==> src/rtl/fp_pkg.sv <==
// fp_pkg: shared FP rounding-mode, flag-index and format constants
package fp_pkg;

    typedef enum logic [2:0] {
        RM_RNE = 3'd0,
        RM_RTZ = 3'd1,
        RM_RDN = 3'd2,
        RM_RUP = 3'd3,
        RM_RMM = 3'd4,
        RM_DYN = 3'd7
    } rm_e;

    localparam int FLG_NV = 4;
    localparam int FLG_DZ = 3;
    localparam int FLG_OF = 2;
    localparam int FLG_UF = 1;
    localparam int FLG_NX = 0;

    localparam int SP_EXP_W  = 8;
    localparam int SP_FRAC_W = 23;
    localparam int DP_EXP_W  = 11;
    localparam int DP_FRAC_W = 52;

    // The instruction mode DYN defers to the dynamic fcsr.frm value.
    function automatic logic [2:0] resolve_rm(input logic [2:0] rm, input logic [2:0] frm);
        return (rm == RM_DYN) ? frm : rm;
    endfunction

endpackage

==> src/rtl/fp_round_decide.sv <==
// fp_round_decide: IEEE-754 round-increment decision from mode, sign, LSB and GRS
module fp_round_decide
    import fp_pkg::*;
(
    input  logic [2:0] rm_i,
    input  logic       sign_i,
    input  logic       lsb_i,
    input  logic [2:0] grs_i,
    output logic       inc_o,
    output logic       illegal_o,
    output logic       inexact_o
);
    logic any_grs;

    assign any_grs = |grs_i;

    // Reserved modes 5..7 never increment and report no inexactness.
    always_comb begin
        illegal_o = rm_i[2] & (rm_i[1] | rm_i[0]);
        inexact_o = any_grs & ~illegal_o;
        inc_o     = (rm_i == RM_RNE) ? grs_i[2] & (lsb_i | grs_i[1] | grs_i[0]) :
                    (rm_i == RM_RDN) ? sign_i & any_grs :
                    (rm_i == RM_RUP) ? ~sign_i & any_grs :
                    (rm_i == RM_RMM) ? grs_i[2] : 1'b0;
    end

endmodule

==> src/rtl/fp_round_pipe.sv <==
// fp_round_pipe: two-stage IEEE-754 rounding pipeline with back-pressure, flush and tag
module fp_round_pipe
    import fp_pkg::*;
#(
    parameter int EXP_W  = DP_EXP_W,
    parameter int FRAC_W = DP_FRAC_W,
    parameter int TAG_W  = 6
) (
    input  logic                    clk,
    input  logic                    reset,
    input  logic                    flush,
    input  logic                    in_valid,
    output logic                    in_ready,
    input  logic [EXP_W+FRAC_W-1:0] in_exp_frac,
    input  logic [2:0]              in_grs,
    input  logic                    in_sign,
    input  logic [2:0]              in_rm,
    input  logic                    in_special,
    input  logic [TAG_W-1:0]        in_tag,
    input  logic [2:0]              frm,
    output logic                    out_valid,
    input  logic                    out_ready,
    output logic [EXP_W+FRAC_W:0]   out_result,
    output logic [4:0]              out_flags,
    output logic                    out_illegal_rm,
    output logic [TAG_W-1:0]        out_tag
);
    localparam int W = EXP_W + FRAC_W;

    logic [2:0]       eff_rm;
    logic             inc, illegal, inexact;
    logic             s1_adv, in_fire, s2_load, ovf, to_inf;
    logic [W-1:0]     mag;
    logic [4:0]       flags;

    logic             s1_valid_q, s1_valid_d;
    logic [W:0]       s1_sum_q, s1_sum_d;
    logic             s1_sign_q, s1_sign_d;
    logic [2:0]       s1_rm_q, s1_rm_d;
    logic             s1_illegal_q, s1_illegal_d;
    logic             s1_nx_q, s1_nx_d;
    logic             s1_special_q, s1_special_d;
    logic [TAG_W-1:0] s1_tag_q, s1_tag_d;

    logic             s2_valid_q, s2_valid_d;
    logic [W:0]       s2_result_q, s2_result_d;
    logic [4:0]       s2_flags_q, s2_flags_d;
    logic             s2_illegal_q, s2_illegal_d;
    logic [TAG_W-1:0] s2_tag_q, s2_tag_d;

    assign eff_rm   = resolve_rm(in_rm, frm);
    assign s1_adv   = ~s2_valid_q | out_ready;
    assign in_ready = ~s1_valid_q | s1_adv;
    assign in_fire  = in_valid & in_ready & ~flush;
    assign s2_load  = s1_adv & s1_valid_q & ~flush;

    fp_round_decide u_decide (
        .rm_i      (eff_rm),
        .sign_i    (in_sign),
        .lsb_i     (in_exp_frac[0]),
        .grs_i     (in_grs),
        .inc_o     (inc),
        .illegal_o (illegal),
        .inexact_o (inexact)
    );

    // S1: capture the effective mode and perform the rounding add; specials bypass it.
    always_comb begin
        s1_valid_d   = flush ? 1'b0 : in_fire ? 1'b1 : s1_adv ? 1'b0 : s1_valid_q;
        s1_sum_d     = in_fire ? {1'b0, in_exp_frac} + {{W{1'b0}}, inc & ~in_special} : s1_sum_q;
        s1_sign_d    = in_fire ? in_sign : s1_sign_q;
        s1_rm_d      = in_fire ? eff_rm : s1_rm_q;
        s1_illegal_d = in_fire ? illegal & ~in_special : s1_illegal_q;
        s1_nx_d      = in_fire ? inexact & ~in_special : s1_nx_q;
        s1_special_d = in_fire ? in_special : s1_special_q;
        s1_tag_d     = in_fire ? in_tag : s1_tag_q;
    end

    // S2: detect exponent overflow, saturate to Inf or max-finite, and pack flags.
    always_comb begin
        ovf    = ~s1_special_q & ~s1_illegal_q & (s1_sum_q[W] | (&s1_sum_q[W-1:FRAC_W]));
        to_inf = (s1_rm_q == RM_RNE) | (s1_rm_q == RM_RMM) |
                 ((s1_rm_q == RM_RUP) & ~s1_sign_q) | ((s1_rm_q == RM_RDN) & s1_sign_q);
        mag    = ovf ? (to_inf ? {{EXP_W{1'b1}}, {FRAC_W{1'b0}}}
                               : {{(EXP_W-1){1'b1}}, 1'b0, {FRAC_W{1'b1}}})
                     : s1_sum_q[W-1:0];
        flags         = '0;
        flags[FLG_OF] = ovf;
        flags[FLG_NX] = s1_nx_q | ovf;
        s2_valid_d    = flush ? 1'b0 : s1_adv ? s1_valid_q : s2_valid_q;
        s2_result_d   = s2_load ? {s1_sign_q, mag} : s2_result_q;
        s2_flags_d    = s2_load ? flags : s2_flags_q;
        s2_illegal_d  = s2_load ? s1_illegal_q : s2_illegal_q;
        s2_tag_d      = s2_load ? s1_tag_q : s2_tag_q;
    end

    // Pipeline registers; reset discards every in-flight entry at once.
    always_ff @(posedge clk or posedge reset) begin
        if (reset) begin
            s1_valid_q   <= 1'b0;
            s1_sum_q     <= '0;
            s1_sign_q    <= 1'b0;
            s1_rm_q      <= '0;
            s1_illegal_q <= 1'b0;
            s1_nx_q      <= 1'b0;
            s1_special_q <= 1'b0;
            s1_tag_q     <= '0;
            s2_valid_q   <= 1'b0;
            s2_result_q  <= '0;
            s2_flags_q   <= '0;
            s2_illegal_q <= 1'b0;
            s2_tag_q     <= '0;
        end else begin
            s1_valid_q   <= s1_valid_d;
            s1_sum_q     <= s1_sum_d;
            s1_sign_q    <= s1_sign_d;
            s1_rm_q      <= s1_rm_d;
            s1_illegal_q <= s1_illegal_d;
            s1_nx_q      <= s1_nx_d;
            s1_special_q <= s1_special_d;
            s1_tag_q     <= s1_tag_d;
            s2_valid_q   <= s2_valid_d;
            s2_result_q  <= s2_result_d;
            s2_flags_q   <= s2_flags_d;
            s2_illegal_q <= s2_illegal_d;
            s2_tag_q     <= s2_tag_d;
        end
    end

    assign out_valid      = s2_valid_q;
    assign out_result     = s2_result_q;
    assign out_flags      = s2_flags_q;
    assign out_illegal_rm = s2_illegal_q;
    assign out_tag        = s2_tag_q;

endmodule

==> config.mk <==
export PLATFORM = sky130hd
export DESIGN_NAME = fp_round_pipe
export DESIGN_NICKNAME = d
export VERILOG_FILES = /design/src/rtl/fp_pkg.sv /design/src/rtl/fp_round_decide.sv /design/src/rtl/fp_round_pipe.sv
export SDC_FILE = /design/constraint.sdc
export NUM_CORES = 1
export LEC_CHECK = 0
export ABC_AREA = 1
export CAP_MARGIN = 0
export CORE_ASPECT_RATIO = 0.5
export CORE_MARGIN = 2
export CORE_UTILIZATION = 40
export DETAILED_ROUTE_END_ITERATION = 7
export MAX_ROUTING_LAYER = met4
export PLACE_DENSITY = 0.67
export SYNTH_ARGS = -nofsm -noshare
export SYNTH_HDL_FRONTEND = slang
export SYNTH_SLANG_ARGS = --single-unit
==> constraint.sdc <==
create_clock -name clk -period 5.75 [get_ports clk]
set_clock_uncertainty 0.1 [all_clocks]
set_input_delay 1.725 -clock clk [delete_from_list [all_inputs] [get_ports clk]]
set_output_delay 1.725 -clock clk [all_outputs]
set_load 0.05 [all_outputs]
# [Word-level counts from Yosys, hierarchy flattened]
# Cells that the tools add are included.
# W data, S select, Z words.
[totals] wordCells=74 regBits=152 output_inout_bits=78 input_bits=85
[op_classes] eq_ne=7 n_addsub=1 muxes=12 n_reduce_logical=6 bitwise_logic=35
[ops] operator="$add A63 B1 Y64" count=1
[ops] operator="$mux W63" count=1
[ops] operator="$mux W53" count=1
[ops] operator="$and A1 B1 Y1" count=16
[ops] operator="$eq A3 B2 Y1 const B" count=4
[ops] operator="$reduce_and A11 Y1" count=1
[ops] operator="$or A1 B1 Y1" count=10
[ops] operator="$eq A3 B3 Y1 const B" count=3
[ops] operator="$mux W1" count=9
[ops] operator="$not A1 Y1" count=9
[ops] operator="$logic_not A3 Y1" count=2
[ops] operator="$mux W3" count=1
[ops] operator="$reduce_bool A3 Y1" count=1
[ops] operator="$reduce_or A3 Y1" count=1
[ops] operator="$reduce_bool A2 Y1" count=1

# [Longest topological paths before layout]
[depth] depth_word=9 depth_mapped=21 mapped_depth_nobuf=21

# [By module]
# From an unflattened synthesis, not the netlist that was laid out.
[hier_totals] hier_cells=1160 hier_area_um2=8264.2
[by_module_without_submodules] module="fp_round_pipe" area_each_um2=8182.8 seq_area_each_um2=3803.6 cells_each=1140 instances=1
[by_module_without_submodules] module="fp_round_decide" area_each_um2=81.3 seq_area_each_um2=0.0 cells_each=20 instances=1

# [Worst setup path before layout]
# OpenSTA, ideal clock, no wires.
[synth_timing] kind="in2out" startpoint="in out_ready" endpoint="out in_ready" required_time_ps=3925 arrival_time_ps=2157 n_path_buf=0 setup_slack_ps=1768 cell_stages=2 path_cell_list="nor2_1 nand2_1"
[synth_via] elab_chain_len=2
[synth_lines] item="from (decl)" line="fp_round_pipe.sv:22" source="input logic out_ready,"
[synth_lines] item="$or A1 B1 Y1" line="fp_round_pipe.sv:52" source="assign s1_adv = ~s2_valid_q | out_ready;"
[synth_lines] item="$or A1 B1 Y1" line="fp_round_pipe.sv:53" source="assign in_ready = ~s1_valid_q | s1_adv;"
[synth_lines] item="to (decl)" line="fp_round_pipe.sv:13" source="output logic in_ready,"
# No other way between the ends.

# [Worst setup path after layout]
# Same ends and word-level chain as after synthesis.

==> out/metrics.yaml <==
status: "finished, final reports clean"
startpoint_type: "input port"
grt_use_total_pct: 27.3
p_sw_share_pct: 35.0
drt-wirelength-per-cell_um: 17.0
ys_ff_latch: 152
report.final.slew_viol_count: 0
final.setup.tns_ns: 0
cts_setup_buffers: 0
portBuffers: 159
clockPowerShare_pct: 33.9
final_common_cell: "nand2_1"
sequentialPowerShare_pct: 37.5
clk_pin_slew_ns: 0.06
cp_max_fo: 3
ys_types: 31
powerDensity_nw_per_um2: 328
p_leak_nw: 5.41
via_count: 8166
n_antenna_cell: 0
firstDrtPassIters: 5
dieArea_um2: 22500
slew_headroom_pct: 36.2
nets: 1474
clock_latency_ns: 0.44
rows: 37
comb_power_share_pct: 28.6
reg2reg_setup_slack_ns: 3.62
global_route.overflow_total: 0
finalWirelength_um: 28400
cts_root_buffer: "clkbuf_16"
cp-end-kind: "output port"
netlist_area_um2: 8490
hpwl_um: 22000
critPathArrivalTime_ns: 3.16
grt_pass1_wl_um: 44700
syn2layout_area_growth_pct: 29.0
ir_drop_mv: 0.246
yosys_warnings: 0
finalHoldViolations: 0
antenna_found_initial: 0
grt_pass1_vias: 7954
maxCapViolCount: 0
drcViolationCount: 0
fin_crit_ns: 4.98
grt_max_degree: 100
critPathKind: "in -> out"
cts_made_buffers: 17
place_congestion: 0.982
yosysSeqAreaShare_pct: 44.8
crit_path_frequent_cell: "clkdlybuf4s50_1"
fin_crit_sh_pct: 86.6
fmax_mhz: 201
initial_core_util_pct: 41.0
h-tree-depth: 4
setup_viol: 0
cts_resized: 0
layout-drive-gt1-share_pct: 6.00
layout_common_cells: "641 x nand2_1, 159 x clkdlybuf4s50_1, 152 x dfrtp_1, 121 x nor2_1, 73 x inv_1"
syn_inst: 1242
cts-hold-fix-buffers: 0
cp.required_ns: 3.92
finalPower_mw: 3.59
die_h_um: 107
hp-class: "reg -> reg"
ant_nets: 0
p_int_mw: 2.33
path_cells: "clkdlybuf4s50_1 > nor2_1 > nand2_1 > clkdlybuf4s50_1"
chipWidth_um: 210
core_um2: 20700
io_pins: 163
cts_tree: "done"
postSynthAreaPerCell_um2: 6.84
critPathMaxStageDelay_ns: 0.81
drt_iter0_markers: 600
clock_sinks: 152
via_per_inst: 4.88
clockBufferDepth: 2
slowest_stage: "clkdlybuf4s50_1"
power_switching_mw: 1.26
rsz0062_at_grt: "false"
tightest_slew_ns: 0.956
## registers in the layout, summed over array words and instances (netlist names), 2 cells and up
| register | flops |
|---|---|
| out_result | 64 |
| s1_sum_q | 64 |
| out_tag | 6 |
| s1_tag_q | 6 |
| s1_rm_q | 3 |
| out_flags | 2 |
## cells in the mapped netlist
cell type	n	area share (%)
nand3_2	1	0.12
a21oi_1	2	0.12
nor2_2	15	1.1
ha_1	2	0.29
conb_1	1	0.044
nor2_1	121	5.3
nor2_4	6	0.80
clkbuf_1	17	0.75
dfrtp_1	152	45
or3_1	1	0.074
and2_1	1	0.074
nand3_1	37	2.2
buf_4	6	0.53
xor2_1	23	2.4
nand2_2	9	0.66
nor2_8	1	0.24
nand2_4	2	0.27
nor3_2	1	0.12
nand2_1	642	28
xnor2_1	10	1.0
nand4_1	16	1.2
o21ai_1	16	0.94
o211ai_1	8	0.71
o21ai_0	41	2.4
buf_2	18	1.1
o21bai_1	3	0.27
nand3b_1	1	0.088
buf_1	3	0.13
inv_2	5	0.22
inv_1	74	3.3
nor3_1	7	0.41
## cells by family (layout without fill, tap and decap cells)
logic type / Yosys count / count (layout) / synth area share, %
flops: 152 / 152 / 44.8
other cells: 1 / 3 / 0.0442
simple gates: 861 / 861 / 41.0
compound gates: 70 / 70 / 4.45
fa+ha+maj: 2 / 2 / 0.295
buf+inv: 123 / 279 / 5.97
xor+xnor: 33 / 33 / 3.40
## power groups by stage
stage               Sequential (mW)  Combinational (mW)  Clock [mW]
floorplan                      1.71               0.289           0
global placement               1.36                1.02           0
detailed placement             1.36                1.03           0
CTS                            1.35                1.03        1.25
global route                   1.37                1.11        1.29
finish                         1.35                1.03        1.22
## routing by layer
layer | vias to the layer above | wire length (µm) | global-route usage (%)
met1 | 3857 | 14900 | 40.4
met2 | 181 | 11800 | 38.3
met5 | - | 0 | -
met3 | 30 | 1240 | 4.63
li1 | 4098 | - | -
met4 | 0 | 395 | 7.14
## final timing paths
check                        startpoint             end  cells past startpoint
max reg2reg                s1_sum_q[52]  out_result[48]                     10
min                         s1_tag_q[2]      out_tag[2]                      2
min reg2reg                 s1_tag_q[2]      out_tag[2]                      2
max                           out_ready        in_ready                      4
max in group asynchronous         reset  out_result[34]                      3
min in group asynchronous         reset   out_result[8]                      2
## worst max-delay path, delay by kind of cell
kind	cells	cell delay, ns
buf+inv	2	1.27
simple gates	2	0.16
## cell type report
type,instances,area [µm²]
clock buffers,18,439
inverters,79,300
fillers,2049,9740
repair buffers,168,1670
multi-input cells,969,4200
clock inverters,14,194
flip-flops and latches,152,3800
well taps,273,342
## stage by stage
stage               instance area (µm²)  hold WS (ns)  utilization (%)  cells  worst slack (ns)
floorplan                          8500         0.342                -   1244              1.77
global placement                  10300         0.352             49.9   1641             0.788
detailed placement                10300         0.360             49.9   1641             0.770
CTS                               11000         0.374             52.9   1673             0.767
global route                      11000         0.400             52.9   1673             0.715
finish                            11000         0.374             52.9   1673             0.768
Note: power is estimated with default switching activity, not from simulation.
